$ cat config.mk
export PLATFORM = sky130hd
export DESIGN_NAME = cakegame_uc
export DESIGN_NICKNAME = d
export VERILOG_FILES = /design/src/rtl/cakegame_uc.sv
export SDC_FILE = /design/constraint.sdc
export NUM_CORES = 1
export LEC_CHECK = 0
export BUFFER_PORTS_ARGS = -buffer_cell sky130_fd_sc_hd__buf_2
export CAP_MARGIN = 20
export CORE_AREA = 5 5 42 44
export CTS_CLUSTER_DIAMETER = 30
export DETAILED_ROUTE_END_ITERATION = 10
export DIE_AREA = 0 0 47 49
export PLACE_DENSITY = 0.62
export SETUP_SLACK_MARGIN = 0.05
export SLEW_MARGIN = 20
export SYNTH_ARGS = -nofsm -noshare
export SYNTH_HDL_FRONTEND = slang
export SYNTH_SLANG_ARGS = --single-unit
$ cat constraint.sdc
create_clock -name clock -period 1.5 [get_ports clock]
set_clock_uncertainty 0.05 [all_clocks]
set_input_delay 0.225 -clock clock [delete_from_list [all_inputs] [get_ports clock]]
set_output_delay 0.225 -clock clock [all_outputs]
set_load 0.02 [all_outputs]
$ cat src/rtl/cakegame_uc.sv
// cakegame_uc: control unit for the cake memory game.
// For each of the 16 recipe steps it shows one ingredient, waits for a
// button press or a timeout, scores the press and advances the address.
//
// Ports:
//   clock, reset_n          system clock, synchronous active-low reset
//   start                   level, begins a game from IDLE or FINAL
//   end_mem_counter         address counter at its last step (15)
//   correct_play            registered play matches the memory word
//   has_play                one-cycle button-press pulse
//   end_show, half_show     show timer terminal count / past midpoint
//   timeout                 play timer terminal count
//   points[2:0]             current score
//   out_sel[1:0]            display select: 0 blank, 1 memory, 2 buttons
//   clear_*/enable_*        datapath register/counter controls
//   enable_timeout_counter  play timer run (low clears the timer)
//   done, win               game over / score reached WIN_POINTS
//   db_state[3:0]           state code for debug
module cakegame_uc #(
  parameter int WIN_POINTS = 5
) (
  input  logic       clock,
  input  logic       reset_n,
  input  logic       start,
  input  logic       end_mem_counter,
  input  logic       correct_play,
  input  logic       has_play,
  input  logic       end_show,
  input  logic       half_show,
  input  logic       timeout,
  input  logic [2:0] points,
  output logic [1:0] out_sel,
  output logic       clear_reg,
  output logic       enable_reg,
  output logic       clear_mem_counter,
  output logic       enable_mem_counter,
  output logic       clear_show_counter,
  output logic       enable_show_counter,
  output logic       enable_timeout_counter,
  output logic       clear_points_counter,
  output logic       enable_points_counter,
  output logic       done,
  output logic       win,
  output logic [3:0] db_state
);

  localparam logic [2:0] WIN_P = 3'(WIN_POINTS);

  typedef enum logic [3:0] {
    IDLE      = 4'd0,
    PREP      = 4'd1,
    LOAD      = 4'd2,
    SHOW      = 4'd3,
    WAIT_PLAY = 4'd4,
    REGISTER  = 4'd5,
    COMPARE   = 4'd6,
    NEXT      = 4'd7,
    FINAL     = 4'd8
  } state_t;

  state_t state, state_nxt;

  always_ff @(posedge clock) begin
    if (!reset_n) state <= IDLE;
    else          state <= state_nxt;
  end

  always_comb begin
    state_nxt              = state;
    out_sel                = 2'd0;
    clear_reg              = 1'b0;
    enable_reg             = 1'b0;
    clear_mem_counter      = 1'b0;
    enable_mem_counter     = 1'b0;
    clear_show_counter     = 1'b0;
    enable_show_counter    = 1'b0;
    enable_timeout_counter = 1'b0;
    clear_points_counter   = 1'b0;
    enable_points_counter  = 1'b0;
    done                   = 1'b0;
    win                    = 1'b0;
    case (state)
      PREP: begin
        clear_reg            = 1'b1;
        clear_mem_counter    = 1'b1;
        clear_show_counter   = 1'b1;
        clear_points_counter = 1'b1;
        state_nxt            = LOAD;
      end
      // one cycle for the synchronous ROM to present the new word
      LOAD: begin
        clear_show_counter = 1'b1;
        state_nxt          = SHOW;
      end
      // ingredient is only visible for the first half of the show period
      SHOW: begin
        enable_show_counter = 1'b1;
        out_sel             = half_show ? 2'd0 : 2'd1;
        if (end_show) state_nxt = WAIT_PLAY;
      end
      // a press beats a simultaneous timeout
      WAIT_PLAY: begin
        enable_timeout_counter = 1'b1;
        out_sel                = 2'd2;
        if (has_play)     state_nxt = REGISTER;
        else if (timeout) state_nxt = NEXT;
      end
      REGISTER: begin
        enable_reg = 1'b1;
        out_sel    = 2'd2;
        state_nxt  = COMPARE;
      end
      // score saturates at 7
      COMPARE: begin
        enable_points_counter = correct_play & (points != 3'd7);
        state_nxt             = NEXT;
      end
      // address stays at 15 after the last step
      NEXT: begin
        clear_reg = 1'b1;
        if (end_mem_counter) begin
          state_nxt = FINAL;
        end else begin
          enable_mem_counter = 1'b1;
          state_nxt          = LOAD;
        end
      end
      FINAL: begin
        done = 1'b1;
        win  = (points >= WIN_P);
        if (start) state_nxt = PREP;
      end
      // IDLE, and any illegal code, which falls back to IDLE
      default: begin
        clear_reg            = 1'b1;
        clear_mem_counter    = 1'b1;
        clear_show_counter   = 1'b1;
        clear_points_counter = 1'b1;
        if (state == IDLE) state_nxt = start ? PREP : IDLE;
        else               state_nxt = IDLE;
      end
    endcase
  end

  assign db_state = state;

endmodule

==> results of run 1 <==
-- critical path, stage by stage, from the launching register on --
cell	delay, ns
dfxtp_4	0.36
nor4b_4	0.34
buf_4	0.20
nor2_4	0.04
buf_6	0.13
-- metal layers --
metal / track usage (%) / wire (µm) / up-vias
met5: 0 / 0 / -
met4: 1.38 / 0 / 0
met3: 5.54 / 106 / 0
met2: 24.4 / 736 / 16
met1: 15.5 / 562 / 253
li1: - / - / 266
-- power by group --
part	internal, mW	total, mW	switching [mW]
Sequential	0.117	0.136	0.0182
Combinational	0.166	0.323	0.157
Clock	0.0999	0.144	0.0446
-- repair_timing --
| action | 4_1_cts | 5_1_grt |
|---|---|---|
| hold buffers | 0 | 0 |
| pin swaps | 8 | 4 |
| setup endpoints to repair | 13 | 14 |
| buffers inserted | 10 | 0 |
| resized for setup | 32 | 6 |
-- cell usage after synthesis --
cell type / count
a22oi_1: 1
buf_4: 2
nor4b_4: 1
nor3b_1: 1
nor3b_2: 1
nor4b_2: 1
o211a_1: 1
nand4b_1: 2
clkbuf_1: 1
nor4_1: 1
inv_1: 2
dfxtp_1: 4
a21oi_1: 4
and4b_1: 1
nand2b_1: 2
xor2_1: 1
nand3b_1: 1
a22o_2: 1
o21a_1: 2
nor2b_1: 3
nand2_1: 2
a31oi_1: 1
o21ai_0: 1
mux2i_1: 1
nor3_1: 2
nor2_1: 8
buf_2: 2
and2_1: 1
-- path summary, 6_finish.rpt --
check / startpoint / depth (start not counted) / slack (ns) / endpoint
max: db_state[1] / 4 / -0.08 / clear_points_counter
min: reset_n / 2 / 0.19 / db_state[0]
max reg2reg: db_state[1] / 5 / 0.09 / db_state[0]
min reg2reg: db_state[3] / 2 / 0.49 / db_state[2]
-- area by class of cell --
| class | instances | area share (%) |
|---|---|---|
| Multi-Input combinational cell | 40 | 41.3 |
| Clock buffer | 4 | 3.17 |
| Inverter | 2 | 0.905 |
| Timing Repair Buffer | 43 | 41.0 |
| Sequential cell | 4 | 11.2 |
| Tap cell | 16 | 2.41 |
-- logic make-up after synthesis --
kind of cell | Yosys count | synth area share (%)
flip-flops | 4 | 20.3
AND/OR/NAND/NOR | 27 | 47.0
multiplexers | 1 | 2.54
buffers and inverters | 7 | 9.21
AO/OA/AOI/OAI | 11 | 18.7
XOR/XNOR | 1 | 2.22
-- metrics by stage --
| step | hold slack [ns] | util [%] | cells | total power [mW] | setup WS, ns |
|---|---|---|---|---|---|
| detailed placement | 0.433 | 41.9 | 95 | 0.357 | 0.115 |
| floorplan | 0.292 | - | 51 | 0.292 | -0.109 |
| global placement | 0.432 | 41.9 | 95 | 0.356 | 0.104 |
| global route | 0.186 | 59.2 | 109 | 0.648 | -0.150 |
| finish | 0.194 | 59.2 | 109 | 0.603 | -0.0753 |
| CTS | 0.184 | 57.4 | 109 | 0.592 | -0.0781 |
==> flow_summary.json, run 1 <==
{
  "synth_top_area_share_pct": 20.3,
  "layout-area-overhead-vs-synth_pct": 110,
  "cts-root-buf": "clkbuf_4",
  "critPathKind": "flop to output port",
  "die_w_um": 47,
  "numCtsBuffers": 3,
  "largest_reg_flops": 4,
  "min_path_type": "input pin to flop",
  "postLayoutCellArea_um2": 830,
  "finalMaxSlewViolations": 0,
  "syn_area_per_cell_um2": 7.73,
  "setup_violations": 9,
  "synth_top_cell_by_area": "dfxtp_1",
  "drt_wl_total_um": 1410,
  "syn-cell-area_um2": 394,
  "drt-wirelength-per-cell_um": 12.9,
  "cts_max_level": 1,
  "max_freq_ghz": 0.635,
  "power_density_nw_per_um2": 727,
  "port-buffer-count": 28,
  "cts_tree": "yes",
  "max-vdd-ir-drop_mv": 0.747,
  "antenna_found_initial": 0,
  "syn_inst": 51,
  "vias_per_cell": 4.91,
  "hold_viol": 0,
  "clk_pin_slew_ns": 0.04,
  "worstPathRequired_ns": 1.22,
  "route.detailed.drc": 0,
  "dieArea_um2": 2300,
  "ys_seq_area_share_pct": 20.3,
  "synth_seq_cells": 4,
  "n_fill_cell": 138,
  "ys_types": 28,
  "place_congestion": 0.760,
  "grt_usage_pct": 13.8,
  "worstPathArrival_ns": 1.30,
  "final_net_count": 106,
  "grt_remaining_overflow": 0,
  "drtIter0Drc": 9,
  "start_kind": "flop",
  "end_kind": "output port",
  "post-route-min-period_ns": 1.58,
  "insertion_delay_ns": 0.24,
  "cp_max_fo": 5,
  "core_um2": 1400,
  "drive_gt1_share_pct": 68.8,
  "drtAntennaViolNets": 0,
  "rows": 14,
  "start_util_pct": 28.1,
  "synth.area.top_cells": "dfxtp_1, nor2_1, nor4b_4",
  "layout_common_cells": "buf_2, buf_4, buf_6",
  "grt_max_degree": 12,
  "seqCellArea_um2": 92.6,
  "worstMarginPinSlew_ns": 0.499,
  "timing.final.crit_share_pct": 105,
  "die_h_um": 49,
  "layout_commonest_cell": "buf_2",
  "multiInputGateArea_um2": 343,
  "grt_pass1_vias": 578,
  "maxCapViolCount": 0,
  "grt_pass1_wl_um": 2400,
  "fin_tns_setup_ns": -0.489,
  "n_antenna_cell": 0,
  "clk_path_buf_depth": 2,
  "p_leak_nw": 0.410,
  "post-route-worst-setup-slack_ns": -0.0753,
  "yosys_warnings": 0,
  "status": "finished with violations",
  "rsz0062_at_grt": "yes",
  "cts.sinks": 4,
  "post-dp-hpwl_um": 1010,
  "slew_headroom_pct": 66.4,
  "io_pins": 29,
  "dr.pass1.iters": 2,
  "num_vias": 535,
  "synthesis.nets": 63,
  "violations": "negative setup slack",
  "placed_area_um2": 587
}
Power figures use the tool's default switching activity.
==> run 2: changes to the inputs <==
Settings changed: REMOVE_ABC_BUFFERS from default to 1.
==> run 2 against run 1 <==
The flow still finishes with violations (negative setup slack). Total power fell by 14%. Hold slack improved by 0.0013 ns. Non-clock buffer count fell by 5. Final cell count fell by 5.5%. Sequential share of layout area rose by 1.5 points. Final area fell by 14%. Core utilization fell by 8.5 points. Critical endpoint unchanged. Largest power group unchanged. Highest routed layer is now met4.
==> flow_summary.json, run 2 (synthesis gave the netlist of run 1 again) <==
{
  "status": "finished with violations",
  "violations": "negative setup slack",
  "num_vias": 490,
  "largest_reg_flops": 4,
  "start_util_pct": 28.1,
  "core_um2": 1400,
  "power_frac_clock_pct": 26.3,
  "holdCritStartpoint": "reset_n",
  "rows": 14,
  "worstPathRequired_ns": 1.22,
  "n_antenna_cell": 0,
  "rsz0062_at_grt": "yes",
  "drt-wirelength-per-cell_um": 12.5,
  "crit_start": "db_state[0]",
  "grt_max_degree": 15,
  "place_congestion": 0.834,
  "dr.pass1.iters": 4,
  "vias_per_cell": 4.76,
  "hold_end": "db_state[1]",
  "hold_viol": 0,
  "port-buffer-count": 28,
  "fin_tns_setup_ns": -0.426,
  "drive_gt1_share_pct": 59.8,
  "switching_power_mw": 0.198,
  "grt-busiest-layer": "met2",
  "use_met2_pct": 15.6,
  "worstMarginPinSlew_ns": 0.316,
  "multiInputGateArea_um2": 298,
  "max_freq_ghz": 0.632,
  "drt_wl_total_um": 1290,
  "p_leak_nw": 0.357,
  "critPathKind": "flop to output port",
  "cts_tree": "yes",
  "final_net_count": 101,
  "max-vdd-ir-drop_mv": 0.451,
  "grt.met3_usage_pct": 4.43,
  "start_kind": "flop",
  "min_path_type": "input pin to flop",
  "numCtsBuffers": 3,
  "swShare_pct": 38.2,
  "dieArea_um2": 2300,
  "grt_pass1_vias": 453,
  "maxCapViolCount": 0,
  "io_pins": 29,
  "n_fill_cell": 142,
  "post-route-worst-setup-slack_ns": -0.0834,
  "met1_usage_pct": 14.3,
  "clk_path_buf_depth": 2,
  "cts-root-buf": "clkbuf_4",
  "power.share.combinational_pct": 47.5,
  "seqCellArea_um2": 90.1,
  "drtIter0Drc": 4,
  "grt_pass1_wl_um": 1890,
  "post-route-min-period_ns": 1.58,
  "p_seq_share_pct": 26.1,
  "die_w_um": 47,
  "timing.final.crit_share_pct": 106,
  "ff2ff_path_depth": 6,
  "route.detailed.drc": 0,
  "grt_remaining_overflow": 0,
  "cts.sinks": 4,
  "setup_violations": 9,
  "layout_common_cells": "buf_2, buf_4, nor2_1",
  "die_h_um": 49,
  "holdWs_ns": 0.195,
  "r2r_start": "db_state[3]",
  "end_kind": "output port",
  "power_density_nw_per_um2": 731,
  "layout_commonest_cell": "buf_2",
  "clk_pin_slew_ns": 0.04,
  "grt_usage_pct": 11.1,
  "cts_max_level": 1,
  "rrSetupSlack_ns": -0.03,
  "insertion_delay_ns": 0.24,
  "cp_max_fo": 4,
  "r2r-end": "db_state[0]",
  "drtAntennaViolNets": 0,
  "slew_headroom_pct": 78.9,
  "worstPathArrival_ns": 1.31,
  "hold_path_depth": 2,
  "p_total_mw": 0.520,
  "postLayoutCellArea_um2": 711,
  "antenna_found_initial": 0,
  "cts_hold_buf": 0,
  "placed_area_um2": 583,
  "finalMaxSlewViolations": 0,
  "layout-area-overhead-vs-synth_pct": 80.3,
  "post-dp-hpwl_um": 942,
  "p_int_mw": 0.321,
  "utilization_pct": 50.7
}
-- run 2: cell count changes in the layout (fill, tap and decap cells not counted), sizes merged --
cell,previous run,this run
buf,43,38
clkbuf,4,3
-- run 2: cell type report --
type | instances | share of cell area, %
multi-input combinational | 40 | 41.9
timing repair buffer | 38 | 38.4
sequential | 4 | 12.7
clock buffer | 3 | 3.17
tap | 16 | 2.82
inverter | 2 | 1.06
-- run 2: metrics by stage --
| stage | instances | setup WS, ns |
|---|---|---|
| 2_1_floorplan | 46 | -0.297 |
| 3_3_place_gp | 96 | 0.0749 |
| 3_5_place_dp | 96 | 0.0668 |
| 4_1_cts | 102 | -0.0719 |
| 5_1_grt | 103 | -0.122 |
| 6_report | 103 | -0.0834 |
-- run 2: layer usage --
metal | wire [µm] | part of all wire (%)
met2 | 600 | 47
met5 | 0 | 0
met1 | 522 | 40
met3 | 151 | 12
met4 | 16 | 1.2
-- run 2: how the worst max path moves through the flow --
| stage | cells past startpoint | end |
|---|---|---|
| after floorplan | 2 | enable_timeout_counter |
| after global placement | 5 | db_state[0] |
| after detailed placement | 5 | db_state[0] |
| after CTS | 4 | clear_points_counter |
| after global routing | 4 | clear_points_counter |
| final | 4 | clear_points_counter |
-- run 2: timing repair --
action | in CTS | in global routing
gates resized for setup | 16 | 10
pin swaps | 4 | 3
endpoints found under the setup margin | 14 | 14
setup buffers | 3 | 1
-- run 2: power groups by stage --
stage	Clock (mW)	Sequential, mW	Combinational, mW
4_1_cts	0.143	0.134	0.229
3_5_place_dp	0	0.133	0.216
5_1_grt	0.145	0.137	0.267
6_report	0.137	0.136	0.247
3_3_place_gp	0	0.133	0.215
2_1_floorplan	0	0.162	0.101
-- run 2: worst max-delay path, stage by stage (launching register included) --
cell and delay, ns:
dfxtp_2 0.33, nor4b_4 0.37, buf_4 0.18, nor2_1 0.04, buf_2 0.15
